File: src/rtl/lsu_wb_pkg.sv
// rtl/lsu_wb_pkg.sv - shared funct3 codes, FSM state type and lane helpers for the LSU
// Contents:
//   LSU_B/H/W/BU/HU  load/store size codes (RISC-V funct3)
//   lsu_state_t      LSU FSM states (IDLE, REQ, WAIT, WB)
//   is_byte/is_half  size classification; reserved codes classify as word
//   byte_en          byte-enable pattern for a size and low address bits
//   store_data       lane-replicated store data
package lsu_wb_pkg;

    localparam logic [2:0] LSU_B  = 3'b000;
    localparam logic [2:0] LSU_H  = 3'b001;
    localparam logic [2:0] LSU_W  = 3'b010;
    localparam logic [2:0] LSU_BU = 3'b100;
    localparam logic [2:0] LSU_HU = 3'b101;

    typedef enum logic [1:0] {
        IDLE = 2'd0,
        REQ  = 2'd1,
        WAIT = 2'd2,
        WB   = 2'd3
    } lsu_state_t;

    function automatic logic is_byte(input logic [2:0] size);
        return (size == LSU_B) || (size == LSU_BU);
    endfunction

    function automatic logic is_half(input logic [2:0] size);
        return (size == LSU_H) || (size == LSU_HU);
    endfunction

    // Halfwords only look at addr[1]; bit 0 is ignored so the access
    // always lands on a naturally aligned lane pair.
    function automatic logic [3:0] byte_en(input logic [2:0] size, input logic [1:0] off);
        case (size)
            LSU_B, LSU_BU: return 4'b0001 << off;
            LSU_H, LSU_HU: return off[1] ? 4'b1100 : 4'b0011;
            LSU_W:         return 4'b1111;
            default:       return 4'b1111;
        endcase
    endfunction

    function automatic logic [31:0] store_data(input logic [2:0] size, input logic [31:0] wdata);
        if (is_byte(size)) begin
            return {4{wdata[7:0]}};
        end else if (is_half(size)) begin
            return {2{wdata[15:0]}};
        end
        return wdata;
    endfunction

endpackage

File: src/rtl/lsu_wb_if.sv
// rtl/lsu_wb_if.sv - data-memory req/gnt/rvalid bus between the LSU and memory
// Signals:
//   mem_req/mem_we/mem_be/mem_addr/mem_wdata  request side, driven by the LSU (master)
//   mem_gnt/mem_rvalid/mem_rdata              response side, driven by memory (slave)
interface lsu_wb_if #(
    parameter int AW = 32
) ();

    logic          mem_req;
    logic          mem_we;
    logic [3:0]    mem_be;
    logic [AW-1:0] mem_addr;
    logic [31:0]   mem_wdata;
    logic          mem_gnt;
    logic          mem_rvalid;
    logic [31:0]   mem_rdata;

    modport master (
        output mem_req, mem_we, mem_be, mem_addr, mem_wdata,
        input  mem_gnt, mem_rvalid, mem_rdata
    );

    modport slave (
        input  mem_req, mem_we, mem_be, mem_addr, mem_wdata,
        output mem_gnt, mem_rvalid, mem_rdata
    );

endinterface

File: src/rtl/lsu_wb_extend.sv
// rtl/lsu_wb_extend.sv - load lane select and sign/zero extension (combinational)
// Ports:
//   rdata  in   32  raw memory word
//   off    in   2   byte offset of the access (addr[1:0])
//   size   in   3   funct3 of the load
//   data   out  32  value to write back
module lsu_wb_extend
    import lsu_wb_pkg::*;
(
    input  logic [31:0] rdata,
    input  logic [1:0]  off,
    input  logic [2:0]  size,
    output logic [31:0] data
);

    logic [7:0]  byte_v;
    logic [15:0] half_v;

    always_comb begin
        byte_v = rdata[{off, 3'b000} +: 8];
        half_v = off[1] ? rdata[31:16] : rdata[15:0];
        data   = rdata;
        // size[2] distinguishes the unsigned variants (BU/HU)
        if (is_byte(size)) begin
            data = size[2] ? {24'h0, byte_v} : {{24{byte_v[7]}}, byte_v};
        end else if (is_half(size)) begin
            data = size[2] ? {16'h0, half_v} : {{16{half_v[15]}}, half_v};
        end
    end

endmodule

File: src/rtl/lsu_wb.sv
// rtl/lsu_wb.sv - load/store unit with register-file writeback port
// Optional feature macro: LSU_MISALIGN_TRAP_EN (trap misaligned H/HU/W instead of forcing alignment)
// Ports:
//   clk, rst                 clock, synchronous active-high reset
//   req_i/st_i/size_i        memory op from decode (store flag, funct3)
//   addr_i/wdata_i/rd_i      byte address, store data, load destination
//   stall_o                  hold decode/PC
//   mem                      data-memory bus (lsu_wb_if.master)
//   wa/wd/we                 register file write port, we is a one-cycle pulse
//   misalign_o               misaligned-access pulse (0 unless the trap is built in)
module lsu_wb
    import lsu_wb_pkg::*;
#(
    parameter int AW = 32,
    parameter int DW = 32
) (
    input  logic          clk,
    input  logic          rst,
    input  logic          req_i,
    input  logic          st_i,
    input  logic [2:0]    size_i,
    input  logic [AW-1:0] addr_i,
    input  logic [DW-1:0] wdata_i,
    input  logic [4:0]    rd_i,
    output logic          stall_o,
    lsu_wb_if.master      mem,
    output logic [4:0]    wa,
    output logic [DW-1:0] wd,
    output logic          we,
    output logic          misalign_o
);

    lsu_state_t  state, state_n;
    logic        st_q;
    logic [2:0]  size_q;
    logic [1:0]  off_q;
    logic [4:0]  rd_q;
    logic        trap;
    logic        accept;
    logic [31:0] ext_data;

`ifdef LSU_MISALIGN_TRAP_EN
    assign trap = req_i && (is_half(size_i) ? addr_i[0]
                                            : (!is_byte(size_i) && (addr_i[1:0] != 2'b00)));

    always_ff @(posedge clk) begin
        if (rst) begin
            misalign_o <= 1'b0;
        end else begin
            misalign_o <= (state == IDLE) && trap;
        end
    end
`else
    assign trap       = 1'b0;
    assign misalign_o = 1'b0;
`endif

    // A trapped op is dropped in IDLE: no capture, no request.
    assign accept  = (state == IDLE) && req_i && !trap;
    assign stall_o = req_i || (state != IDLE);

    always_ff @(posedge clk) begin
        if (rst) begin
            state <= IDLE;
        end else begin
            state <= state_n;
        end
    end

    always_comb begin
        state_n     = state;
        mem.mem_req = 1'b0;
        mem.mem_we  = 1'b0;
        we          = 1'b0;
        case (state)
            IDLE: begin
                if (accept) state_n = REQ;
            end
            REQ: begin
                mem.mem_req = 1'b1;
                mem.mem_we  = st_q;
                if (mem.mem_gnt) state_n = st_q ? IDLE : WAIT;
            end
            WAIT: begin
                // rvalid is only honoured here, never in the grant cycle
                if (mem.mem_rvalid) state_n = WB;
            end
            WB: begin
                we      = (wa != 5'd0);
                state_n = IDLE;
            end
            default: state_n = IDLE;
        endcase
    end

    // Request fields are registered at acceptance so they stay stable while waiting for gnt.
    always_ff @(posedge clk) begin
        if (rst) begin
            st_q          <= 1'b0;
            size_q        <= 3'b000;
            off_q         <= 2'b00;
            rd_q          <= 5'd0;
            mem.mem_be    <= 4'b0000;
            mem.mem_addr  <= '0;
            mem.mem_wdata <= 32'h0;
            wa            <= 5'd0;
            wd            <= '0;
        end else begin
            if (accept) begin
                st_q          <= st_i;
                size_q        <= size_i;
                off_q         <= addr_i[1:0];
                rd_q          <= rd_i;
                mem.mem_be    <= byte_en(size_i, addr_i[1:0]);
                mem.mem_addr  <= {addr_i[AW-1:2], 2'b00};
                mem.mem_wdata <= store_data(size_i, wdata_i);
            end
            if ((state == WAIT) && mem.mem_rvalid) begin
                wa <= rd_q;
                wd <= ext_data;
            end
        end
    end

    lsu_wb_extend u_extend (
        .rdata (mem.mem_rdata),
        .off   (off_q),
        .size  (size_q),
        .data  (ext_data)
    );

endmodule

File: src/flat_wrapper.sv
// flat-port wrapper written by rule: the top's interface ports become plain ports
module lsu_wb_flat import lsu_wb_pkg::*;
#(
    parameter int AW = 32,
    parameter int DW = 32
)
  (clk, rst, req_i, st_i, size_i, addr_i, wdata_i, rd_i, stall_o, wa, wd, we, misalign_o, mem_mem_req, mem_mem_we, mem_mem_be, mem_mem_addr, mem_mem_wdata, mem_mem_gnt, mem_mem_rvalid, mem_mem_rdata);
  lsu_wb_if #(.AW(AW)) mem_i ();
  input  logic clk;
  input  logic rst;
  input  logic req_i;
  input  logic st_i;
  input  logic [2:0] size_i;
  input  logic [AW-1:0] addr_i;
  input  logic [DW-1:0] wdata_i;
  input  logic [4:0] rd_i;
  output logic stall_o;
  output logic [4:0] wa;
  output logic [DW-1:0] wd;
  output logic we;
  output logic misalign_o;
  output wire logic [$bits(mem_i.mem_req)-1:0] mem_mem_req;
  output wire logic [$bits(mem_i.mem_we)-1:0] mem_mem_we;
  output wire logic [$bits(mem_i.mem_be)-1:0] mem_mem_be;
  output wire logic [$bits(mem_i.mem_addr)-1:0] mem_mem_addr;
  output wire logic [$bits(mem_i.mem_wdata)-1:0] mem_mem_wdata;
  input wire logic [$bits(mem_i.mem_gnt)-1:0] mem_mem_gnt;
  input wire logic [$bits(mem_i.mem_rvalid)-1:0] mem_mem_rvalid;
  input wire logic [$bits(mem_i.mem_rdata)-1:0] mem_mem_rdata;
  assign mem_mem_req = mem_i.mem_req;
  assign mem_mem_we = mem_i.mem_we;
  assign mem_mem_be = mem_i.mem_be;
  assign mem_mem_addr = mem_i.mem_addr;
  assign mem_mem_wdata = mem_i.mem_wdata;
  assign mem_i.mem_gnt = mem_mem_gnt;
  assign mem_i.mem_rvalid = mem_mem_rvalid;
  assign mem_i.mem_rdata = mem_mem_rdata;
  lsu_wb #(.AW(AW), .DW(DW)) u_core (.clk(clk), .rst(rst), .req_i(req_i), .st_i(st_i), .size_i(size_i), .addr_i(addr_i), .wdata_i(wdata_i), .rd_i(rd_i), .stall_o(stall_o), .mem(mem_i), .wa(wa), .wd(wd), .we(we), .misalign_o(misalign_o));
endmodule
File: config.mk
export PLATFORM = sky130hd
export DESIGN_NAME = lsu_wb_flat
export DESIGN_NICKNAME = d
export VERILOG_FILES = /design/src/rtl/lsu_wb_pkg.sv /design/src/rtl/lsu_wb_if.sv /design/src/rtl/lsu_wb_extend.sv /design/src/rtl/lsu_wb.sv /design/src/flat_wrapper.sv
export SDC_FILE = /design/constraint.sdc
export NUM_CORES = 1
export LEC_CHECK = 0
export CAP_MARGIN = 20
export CORE_MARGIN = 10
export CORE_UTILIZATION = 40
export DETAILED_ROUTE_END_ITERATION = 6
export PLACE_DENSITY = 0.75
export SYNTH_ARGS = -nofsm -noshare
export SYNTH_HDL_FRONTEND = slang
export SYNTH_HIERARCHICAL = 1
export SYNTH_SLANG_ARGS = --single-unit
export TNS_END_PERCENT = 30
File: constraint.sdc
create_clock -name clk -period 2.3 [get_ports clk]
set_clock_uncertainty 0.1 [all_clocks]
set_input_delay 0.46 -clock clk [delete_from_list [all_inputs] [get_ports clk]]
set_output_delay 0.46 -clock clk [all_outputs]
set_load 0.03 [all_outputs]
; ---- Word-level counts from Yosys, hierarchy flattened
; Index checks and enable logic that the tools add are counted.
[op_classes]
n_mux = 22
n_eq_ne = 12
shifts = 2
n_reduce_logical = 15
[op_table]
columns = op, count
row1 = 32-bit 2-to-1 mux, 7
row2 = 32-bit by 6-bit variable part select with 8-bit output, 1
row3 = 16-bit 2-to-1 mux, 1
row4 = "3-bit equality test, second input constant", 4
row5 = 2-bit 2-to-1 mux, 4
row6 = 2-bit one-hot mux with 4 select lines, 1
row7 = 4-bit one-hot mux with 2 select lines, 1
row8 = 1-bit 2-to-1 mux, 7
row9 = "3-bit by 1-bit equality test with 1-bit output, second input constant", 2
row10 = 3-bit zero test, 2
row11 = 1-bit logical OR, 5
row12 = 5-bit nonzero test, 1
row13 = "2-bit equality test, second input constant", 2
row14 = 4-bit 2-to-1 mux, 1
row15 = "2-bit inequality test, second input constant", 2
row16 = 2-bit OR reduction, 2
row17 = "1-bit by 2-bit left shift with 4-bit output, first input constant", 1
row18 = 3-bit AND reduction, 1
row19 = "2-bit by 1-bit equality test with 1-bit output, second input constant", 1
row20 = 1-bit logical AND, 2
row21 = 2-bit zero test, 1
row22 = "2-bit by 1-bit inequality test with 1-bit output, second input constant", 1
row23 = 2-bit nonzero test, 1
[totals]
input_bits = 110
word_cells = 61
reg_bits = 116
output_inout_bits = 110

; ---- Depth between registers and ports, before layout
[depth]
depth_word = 7
depth_mapped = 8
depth_no_buf = 5

; ---- Modules after synthesis
; Netlist, hierarchy kept.
[modules_own_cells]
columns = module, seq_area_each_um2, cells_per_inst, area_each_um2, n_inst
row1 = lsu_wb, 2322.2, 550, 4453.0, 1
row2 = lsu_wb_extend, 0.0, 134, 1002.2, 1

; ---- Worst setup path after synthesis
; Ideal clock, no wire load.
[synth_path]
path_kind = reg-to-output
start = reg u_core.state[0]
end = out mem_mem_we
required_ns = 1.740
path_stages_with_launch = 4
path_slack_ns = 0.374
arrival_ns = 1.366
n_path_buf = 1
cell_sequence = dfxtp_1 > buf_2 > nor2b_1 > and2_1
[synth_between]
elab_chain_cells = 2
[synth_lines]
columns = item, line_no
row1 = from (decl), lsu_wb.sv:33  ; lsu_state_t state, state_n;
row2 = from (signal assigned), lsu_wb.sv:66  ; state <= state_n;
row3 = 2-bit by 1-bit equality test with 1-bit output, lsu_wb.sv:75  ; case (state)
row4 = 1-bit 2-to-1 mux, lsu_wb.sv:75
row5 = to (decl), flat_wrapper.sv:23  ; output wire logic [$bits(mem_i.mem_we)-1:0] mem_mem_we;
; No other way between the ends.

; ---- Worst setup path after layout
[layout_path]
start = reg u_core.wa[4]
end = out we
[layout_between]
elab_chain_cells = 2
[layout_lines]
columns = item, line_no
row1 = from (decl), lsu_wb.sv:27  ; output logic [4:0] wa,
row2 = from (signal assigned), lsu_wb.sv:119  ; wa <= rd_q;
row3 = 5-bit nonzero test, lsu_wb.sv:89  ; we = (wa != 5'd0);
row4 = 1-bit 2-to-1 mux, lsu_wb.sv:75
row5 = to (decl), flat_wrapper.sv:20  ; output logic we;
; No other way between the ends.

==> results.json <==
{
  "required_ns": 1.74,
  "period_share": 0.9649,
  "p_per_area_nw_per_um2": 788.4,
  "htreeDepth": 4,
  "pwr-share-seq": 0.330,
  "root_buffer": "clkbuf_16",
  "grt_max_degree": 117,
  "dp.final_hpwl_um": 13880,
  "intPower_uw": 4965,
  "synth_area_um2": 5455,
  "clk_latency_ns": 0.41,
  "initial_utilization": 0.4103,
  "layout.cells.non_filler": 1078,
  "cp-start-kind": "flop",
  "wire_per_inst_um": 17.59,
  "max-vdd-ir-drop_uv": 550.9,
  "placed_cells": 1046,
  "path_cells": "or3_1 > o311a_1 > clkdlybuf4s15_2",
  "whs_ns": 0.3509,
  "fin_crit_ns": 2.219,
  "hold_class": "flop to flop",
  "rows": 42,
  "grt_pass1_wl_um": 28750,
  "clock-sinks": 116,
  "p_comb_frac": 0.210,
  "ant_nets": 0,
  "setup.worst_path.class": "flop to output pin",
  "synth-main-ff-cell": "dfxtp_1",
  "seq_area_frac_synth": 0.4257,
  "crit_slowest_cell": "or3_1",
  "synth_edf_count": 0,
  "switching_share": 0.2609,
  "gp_congestion": 0.8856,
  "async_flop_share": 0,
  "antenna_found_initial": 0,
  "die_w_um": 136.8,
  "synth_warnings": 6,
  "crit_arrival_ns": 1.66,
  "synthCells": 684,
  "drive_above_1_share": 0.1131,
  "worst_pin_slew_ns": 0.5648,
  "p_leak_uw": 0.003151,
  "rsz0062_at_grt": "false",
  "clockBufferDepth": 2,
  "final_max_slew_viol_count": 0,
  "maxCapViolCount": 0,
  "numPortBuffers": 216,
  "area_growth_pct": 56.17,
  "num-nets-final": 999,
  "status": "complete, no violations",
  "die_h_um": 136.8,
  "grt_pass1_vias": 5416,
  "cts_buffers": 17,
  "setup-violations-final": 0,
  "path_buf_inv": 1,
  "slowest_delay_ns": 0.36,
  "p_sw_uw": 1752,
  "cp-startpoint": "u_core/wa[4]",
  "synthDistinctLibCells": 39,
  "fmaxAchievable_mhz": 450.6,
  "wirelength_um": 18960,
  "drt-initial-drc-count": 394,
  "drcViolationCount": 0,
  "post_cts_buffers": 0,
  "core_area_um2": 13300,
  "track_usage": 0.1970,
  "gr-total-overflow": 0,
  "fp.dieArea_um2": 18710,
  "cp_max_fo": 2,
  "cts_tree": "built",
  "cp_top_family": "simple AND/OR/NAND/NOR gates",
  "r2r_start": "u_core/off_q[0]",
  "end_kind": "output pin",
  "hold_viol": 0,
  "pin_count": 220,
  "yosys_register_bits": 116,
  "clk_pin_slew_ns": 0.05,
  "hold_start": "u_core/rd_q[1]",
  "via_per_inst": 5.066,
  "vias": 5461,
  "n_antenna_cell": 0,
  "synth.avg_cell_area_um2": 7.975,
  "relSlewSlack": 0.6229,
  "fillers": 1228,
  "drt_pass1_iterations": 5,
  "clkPwrFrac": 0.460
}
cells in the final DEF (no fill, tap or decap), types with 4 or more instances in the layout:
cell / netlist / layout
clkdlybuf4s50_1: 0 / 211
nand2_1: 196 / 196
dfxtp_1: 116 / 116
a21oi_1: 97 / 97
nor2b_1: 32 / 32
nor2_1: 30 / 30
buf_4: 3 / 27
o21ai_0: 19 / 19
clkbuf_16: 0 / 17
a211oi_1: 16 / 16
o21ai_2: 12 / 12
nand2b_1: 11 / 11
and3b_1: 9 / 9
mux2_2: 8 / 8
o211ai_1: 8 / 8
mux2i_1: 8 / 8
a311oi_1: 8 / 8
mux4_2: 8 / 8
nand3_1: 8 / 8
o22ai_1: 8 / 8
bufinv_16: 0 / 6
buf_12: 0 / 6
clkbuf_8: 0 / 5
nor3_1: 4 / 4
cells by family (layout without fill, tap and decap cells):
kind of cell / Yosys count / after routing / share of synthesized area
DFF: 116 / 116 / 0.4257
and+or+nand+nor: 300 / 300 / 0.2463
buffers and inverters: 67 / 283 / 0.06376
other: 1 / 3 / 0.0006874
AOI/OAI and AO/OA: 175 / 175 / 0.1966
muxes: 25 / 25 / 0.06697
layout make-up:
| type | count | area, um^2 | area share |
|---|---|---|---|
| clock buffers | 24 | 501.7 | 0.05889 |
| clock inverters | 8 | 192.7 | 0.02262 |
| inverters | 3 | 11.26 | 0.001322 |
| multi-input cells | 503 | 2799 | 0.3285 |
| flip-flops and latches | 116 | 2322 | 0.2726 |
| well taps | 176 | 220.2 | 0.02585 |
| repair buffers | 248 | 2472 | 0.2902 |
flip-flops by register name, summed over array words and instances (netlist names), named ones only:
name / count
u_core/st_q: 1
u_core/mem.mem_be: 4
u_core/mem.mem_addr: 30
u_core/off_q: 2
u_core/mem.mem_wdata: 32
u_core/rd_q: 5
u_core/wd: 32
u_core/wa: 5
u_core/state: 1
u_core/size_q: 3
repair_timing:
item,in CTS,in global routing
gates resized for setup,6,0
hold buffers,0,0
setup endpoints to repair,4,0
power groups by stage:
stage | registers (uW) | clock network (uW) | logic, uW
detailed placement | 2260 | 0 | 1410
global placement | 2250 | 0 | 1400
CTS | 2220 | 3140 | 1420
global route | 2240 | 3230 | 1520
finish | 2220 | 3090 | 1410
floorplan | 2460 | 0 | 598
path summary, 6_finish.rpt:
check	end	slack [ns]	cells after the start
max reg2reg	u_core/wd[16]	0.32	5
min reg2reg	u_core/wa[1]	0.35	2
max	we	0.08	3
min	u_core/wa[1]	0.35	2
cell usage after synthesis, types with 2 or more instances:
library cell  number  area, um^2
a211oi_1          16       120.1
a211oi_2           3       37.54
a21oi_1           97       485.5
a311oi_1           8       70.07
and3b_1            9       78.83
buf_2             29       145.1
buf_4              3       22.52
buf_6              5       56.30
clkbuf_1          25       93.84
dfxtp_1          116        2322
inv_1              3       11.26
mux2_2             8       90.09
mux2i_1            8       80.08
mux4_2             8       180.2
nand2_1          196       735.7
nand2b_1          11       68.82
nand3_1            8       40.04
nand3b_1           2       15.01
nor2_1            30       112.6
nor2b_1           32       200.2
nor3_1             4       20.02
o211ai_1           8       60.06
o21ai_0           19       95.09
o21ai_2           12       105.1
o22ai_1            8       50.05
or2_2              2       12.51
or3_1              2       12.51
metrics by stage:
stage,util,TNS [ns],area [um^2],power (uW),setup WS (ns)
6_report,0.6408,0,8519,6717,0.08083
3_5_place_dp,0.5887,-0.03980,7828,3672,-0.03980
4_1_cts,0.6408,0,8519,6775,0.05178
2_1_floorplan,-,0,5463,3058,0.3740
3_3_place_gp,0.5887,-0.03291,7828,3658,-0.03291
5_1_grt,0.6408,0,8519,6984,0.01876
per-layer routing:
layer  part of all wire  vias up  track usage
met2               0.46      246       0.3033
met1               0.39     2463       0.2236
met4              0.023        0      0.08548
met3               0.13       30       0.1034
met5                  0        -            0
li1                   -     2722            -
worst register-to-register path, delay by kind of cell (launching register included):
kind	cells	cell delay [ns]
AOI/OAI and AO/OA	2	0.22
DFF	1	0.67
muxes	1	0.45
and+or+nand+nor	2	0.40
Power figures use the tool's default switching activity.
